## config.mk

```make
export PLATFORM = sky130hd
export DESIGN_NAME = adder_pipe
export DESIGN_NICKNAME = d
export VERILOG_FILES = /design/src/rtl/adder_pipe.sv
export SDC_FILE = /design/constraint.sdc
export NUM_CORES = 1
export LEC_CHECK = 0
export BUFFER_PORTS_ARGS = -buffer_cell sky130_fd_sc_hd__buf_2
export CORE_MARGIN = 2
export CORE_UTILIZATION = 45
export DETAILED_ROUTE_END_ITERATION = 12
export PLACE_DENSITY_LB_ADDON = 0.25
export SLEW_MARGIN = 10
export SYNTH_ARGS = -nofsm -noshare
export SYNTH_HDL_FRONTEND = slang
export SYNTH_SLANG_ARGS = --single-unit
export TNS_END_PERCENT = 5
```

## constraint.sdc

```tcl
create_clock -name clk -period 2.8 [get_ports clk]
set_input_delay 0.28 -clock clk [delete_from_list [all_inputs] [get_ports clk]]
set_output_delay 0.28 -clock clk [all_outputs]
set_load 0.02 [all_outputs]
```

## src/rtl/adder_pipe.sv

```systemverilog
// adder_pipe: multi-lane pipelined adder/subtractor with valid/ready handshake, optional clamping.
// Define ADDER_PIPE_OVF_CNT_EN to add the saturating overflow event counter (ovf_cnt, ovf_cnt_clr).
module adder_pipe #(
  parameter int unsigned DATA_WIDTH = 8,
  parameter int unsigned LANES      = 4,
  parameter int unsigned STAGES     = 2,
  parameter int unsigned SATURATE   = 0
) (
  input  logic                             clk,
  input  logic                             rst,
  input  logic                             in_valid,
  output logic                             in_ready,
  input  logic [LANES-1:0][DATA_WIDTH-1:0] a,
  input  logic [LANES-1:0][DATA_WIDTH-1:0] b,
  input  logic                             sub,
  output logic                             out_valid,
  input  logic                             out_ready,
  output logic [LANES-1:0][DATA_WIDTH:0]   x,
  output logic [LANES-1:0]                 ovf,
  output logic                             busy
`ifdef ADDER_PIPE_OVF_CNT_EN
  ,
  input  logic                             ovf_cnt_clr,
  output logic [15:0]                      ovf_cnt
`endif
);

  typedef logic [LANES-1:0][DATA_WIDTH:0] lanes_x_t;

  logic [STAGES-1:0]   r_v;
  lanes_x_t            r_x   [STAGES];
  logic [LANES-1:0]    r_ovf [STAGES];

  logic [STAGES-1:0]   w_load;
  logic                w_acc;
  lanes_x_t            w_x;
  logic [LANES-1:0]    w_ovf;
  logic [DATA_WIDTH:0] w_raw;

  always_comb begin
    w_x   = '0;
    w_ovf = '0;
    w_raw = '0;
    for (int l = 0; l < LANES; l++) begin
      if (sub) begin
        w_raw = {1'b0, a[l]} - {1'b0, b[l]};
      end else begin
        w_raw = {1'b0, a[l]} + {1'b0, b[l]};
      end
      w_ovf[l] = sub ? (a[l] < b[l]) : w_raw[DATA_WIDTH];
      if ((SATURATE != 0) && w_ovf[l]) begin
        w_x[l] = sub ? '0 : {1'b0, {DATA_WIDTH{1'b1}}};
      end else begin
        w_x[l] = w_raw;
      end
    end
  end

  // A stage loads if it or any later stage has a hole, or the output drains; bubbles collapse.
  always_comb begin
    w_load = '0;
    w_acc  = out_ready;
    for (int k = STAGES - 1; k >= 0; k--) begin
      w_acc     = w_acc || !r_v[k];
      w_load[k] = w_acc;
    end
  end

  always_ff @(posedge clk) begin
    if (rst) begin
      r_v <= '0;
      for (int k = 0; k < STAGES; k++) begin
        r_x[k]   <= '0;
        r_ovf[k] <= '0;
      end
    end else begin
      if (w_load[0]) begin
        r_v[0] <= in_valid;
        if (in_valid) begin
          r_x[0]   <= w_x;
          r_ovf[0] <= w_ovf;
        end
      end
      for (int k = 1; k < STAGES; k++) begin
        if (w_load[k]) begin
          r_v[k] <= r_v[k-1];
          if (r_v[k-1]) begin
            r_x[k]   <= r_x[k-1];
            r_ovf[k] <= r_ovf[k-1];
          end
        end
      end
    end
  end

  assign in_ready  = w_load[0];
  assign out_valid = r_v[STAGES-1];
  assign x         = r_x[STAGES-1];
  assign ovf       = r_ovf[STAGES-1];
  assign busy      = |r_v;

`ifdef ADDER_PIPE_OVF_CNT_EN
  logic [15:0] r_ovf_cnt;
  logic [4:0]  w_pop;
  logic [16:0] w_cnt_sum;

  always_comb begin
    w_pop = '0;
    for (int l = 0; l < LANES; l++) begin
      w_pop = w_pop + {4'b0, ovf[l]};
    end
    w_cnt_sum = {1'b0, r_ovf_cnt} + {12'b0, w_pop};
  end

  // Clear wins over a same-cycle increment.
  always_ff @(posedge clk) begin
    if (rst || ovf_cnt_clr) begin
      r_ovf_cnt <= '0;
    end else if (out_valid && out_ready) begin
      r_ovf_cnt <= w_cnt_sum[16] ? 16'hFFFF : w_cnt_sum[15:0];
    end
  end

  assign ovf_cnt = r_ovf_cnt;
`endif

endmodule
```

==> impl_metrics.env <==
export IMPL_leakagePower_nw=3.16
export IMPL_die_area_um2=14600
export IMPL_cp_cell_sequence="and3b_1 > or3_1 > buf_4 > a2111o_1 > o21ai_1"
export IMPL_instances_no_fill=872
export IMPL_status="finished clean"
export IMPL_synth_seq_cells=82
export IMPL_antenna_found_initial=0
export IMPL_syn_area_um2=6160
export IMPL_ios=112
export IMPL_r2r_cells=5
export IMPL_initial_core_util_pct=46.3
export IMPL_grt_pass1_wl_mm=21.0
export IMPL_fmaxAchievable_mhz=465
export IMPL_crit_arrival_ns=2.33
export IMPL_grt_max_degree=57
export IMPL_cts_sinks=82
export IMPL_die_width_um=121
export IMPL_synth_fp_nets=772
export IMPL_cts_setup_buffers=0
export IMPL_fp_dieH_um=121
export IMPL_whs_endpoint="r_v[0]"
export IMPL_numCtsBuffers=9
export IMPL_viasPerCell=5.22
export IMPL_drcViolationCount=0
export IMPL_hold_buffers=0
export IMPL_firstDrtPassIters=5
export IMPL_first_iter_violations=338
export IMPL_syn2layout_area_growth_pct=11.7
export IMPL_clockBufferDepth=2
export IMPL_slew_violations=0
export IMPL_end_kind="register"
export IMPL_setup_viol=0
export IMPL_final_nets=832
export IMPL_fin_crit_ns=2.15
export IMPL_crit_buf_inv=1
export IMPL_root_buffer="clkbuf_16"
export IMPL_grt_usage_pct=18.1
export IMPL_fin_skew_ns=0.00638
export IMPL_maxSlewHeadroom_pct=22.9
export IMPL_hp_class="in -> reg"
export IMPL_wl_per_cell_um=14.7
export IMPL_yosys_warnings=0
export IMPL_ant_nets=0
export IMPL_syn_area_per_cell_um2=9.76
export IMPL_cts_htree_levels=3
export IMPL_rsz0062_at_grt="no"
export IMPL_drive_gt1_share_pct=21.3
export IMPL_cap_violations=0
export IMPL_tns_ns=0
export IMPL_peakVddDrop_mv=0.283
export IMPL_routed_wl_mm=12.8
export IMPL_synth_cells=631
export IMPL_placedCellCount=856
export IMPL_synth_edf_count=80
export IMPL_grt_pass1_vias=4335
export IMPL_min_from="in_valid"
export IMPL_dp_hpwl_mm=9.74
export IMPL_worstReg2RegStart="r_v[0]"
export IMPL_diodes=0
export IMPL_critPathLaunchType="register"
export IMPL_portBuffers=111
export IMPL_max_stage_delay_ns=0.65
export IMPL_clk_pin_slew_ns=0.06
export IMPL_hold_viol=0
export IMPL_synth_flop_cell="edfxtp_1"
export IMPL_worst_hold_path_num_cells=3
export IMPL_reg2reg_slack_ns=0.65
export IMPL_grt_ovfl_total=0
export IMPL_seq_area_frac_synth_pct=39.7
export IMPL_async_flop_share_pct=0
export IMPL_slowest_stage="or3_1"
export IMPL_post_cts_resized=0
export IMPL_cts_tree="built"
export IMPL_fin_crit_sh_pct=76.7
export IMPL_final_common_cell="buf_2"
export IMPL_hold_slack_ns=0.204
export IMPL_crit_required_ns=2.98
export IMPL_cp_max_fo=13
export IMPL_vias=4554
export IMPL_insertion_delay_ns=0.33
export IMPL_r2r_end="r_x[0][8]"
export IMPL_final_cell_mix="111 x buf_2, 80 x edfxtp_1, 69 x inv_1"
export IMPL_core_area_um2=13300
export IMPL_crit_family="simple AND/OR/NAND/NOR gates"
export IMPL_p_per_area_nw_per_um2=508
export IMPL_worst_pin_slew_ns=1.15
export IMPL_fp_row_count=42
export IMPL_criticalPathCategory="reg -> reg"
export IMPL_ys_types=60
export IMPL_gp_congestion=0.879
[routing by layer]
| layer | routed length (µm) | track usage (%) |
|---|---|---|
| met4 | 175 | 5.16 |
| met2 | 5440 | 26.9 |
| met3 | 833 | 3.15 |
| met1 | 6360 | 26.9 |
| met5 | 0 | 0 |
[synthesized netlist by cell type (8+ instances only)]
library cell  count  area [µm²]
nor2_1           46         173
edfxtp_1         80        2400
ha_1             64         801
inv_1            69         259
clkbuf_1         20        75.1
and2_1           41         257
mux2i_1           9        90.1
a21oi_1          37         185
nand3_1          11        55.1
nor2b_1           8        50.1
a31oi_1           8        50.1
buf_4            40         300
a21o_1           13        97.6
fa_1              8         160
nor3_1           12        60.1
o21ai_0          29         145
nand2_1          26        97.6
[sequential cells by signal (all words and copies together) (netlist names)]
name	flops
r_ovf	8
r_v	2
r_x	72
[logic make-up after synthesis]
group / count (synthesis) / share of synthesized area (%)
AO/OA/AOI/OAI: 144 / 15.8
XOR/XNOR: 9 / 1.28
adder cells (fa/ha/maj): 72 / 15.6
buffers and inverters: 138 / 11.1
flip-flops: 82 / 39.7
multiplexers: 9 / 1.46
AND/OR/NAND/NOR: 177 / 15.1
[per-stage QoR]
stage | total power [mW] | cell area (µm²) | utilization (%) | worst slack [ns]
final | 3.50 | 6880 | 51.7 | 0.651
after global routing | 3.68 | 6880 | 51.7 | 0.530
after CTS | 3.52 | 6880 | 51.7 | 0.664
after detailed placement | 2.34 | 6580 | 49.5 | 0.440
after global placement | 2.32 | 6580 | 49.5 | 0.470
after floorplan | 2.15 | 6160 | - | 0.716
[worst register-to-register path: stages (launching register included)]
cell,delay [ns]
dfxtp_1,0.34
and3b_1,0.24
or3_1,0.65
buf_4,0.30
a2111o_1,0.34
o21ai_1,0.13
[area by class of cell]
cell class | instances | area, µm²
Multi-Input combinational cell | 411 | 3050
Tap cell | 176 | 220
Timing Repair Buffer | 117 | 601
Clock buffer | 14 | 264
Sequential cell | 82 | 2440
Fill cell | 1240 | 6420
Inverter | 70 | 263
Clock inverter | 2 | 37.5
[how the worst max path moves through the flow]
stage / startpoint / endpoint / slack (ns) / depth (start not counted)
finish: r_v[0] / r_x[0][8] / 0.65 / 5
global route: r_v[0] / r_ovf[0][0] / 0.53 / 6
CTS: r_v[0] / r_x[0][8] / 0.66 / 5
detailed placement: a[10] / r_x[0][16] / 0.44 / 7
global placement: a[10] / r_x[0][16] / 0.47 / 7
floorplan: r_v[1] / r_ovf[0][0] / 0.72 / 3
[report_power, final]
group | switching [mW] | internal, mW
Combinational | 0.493 | 0.316
Sequential | 0.0279 | 1.48
Clock | 0.435 | 0.740
No activity file was read; power rests on OpenSTA's default activity.
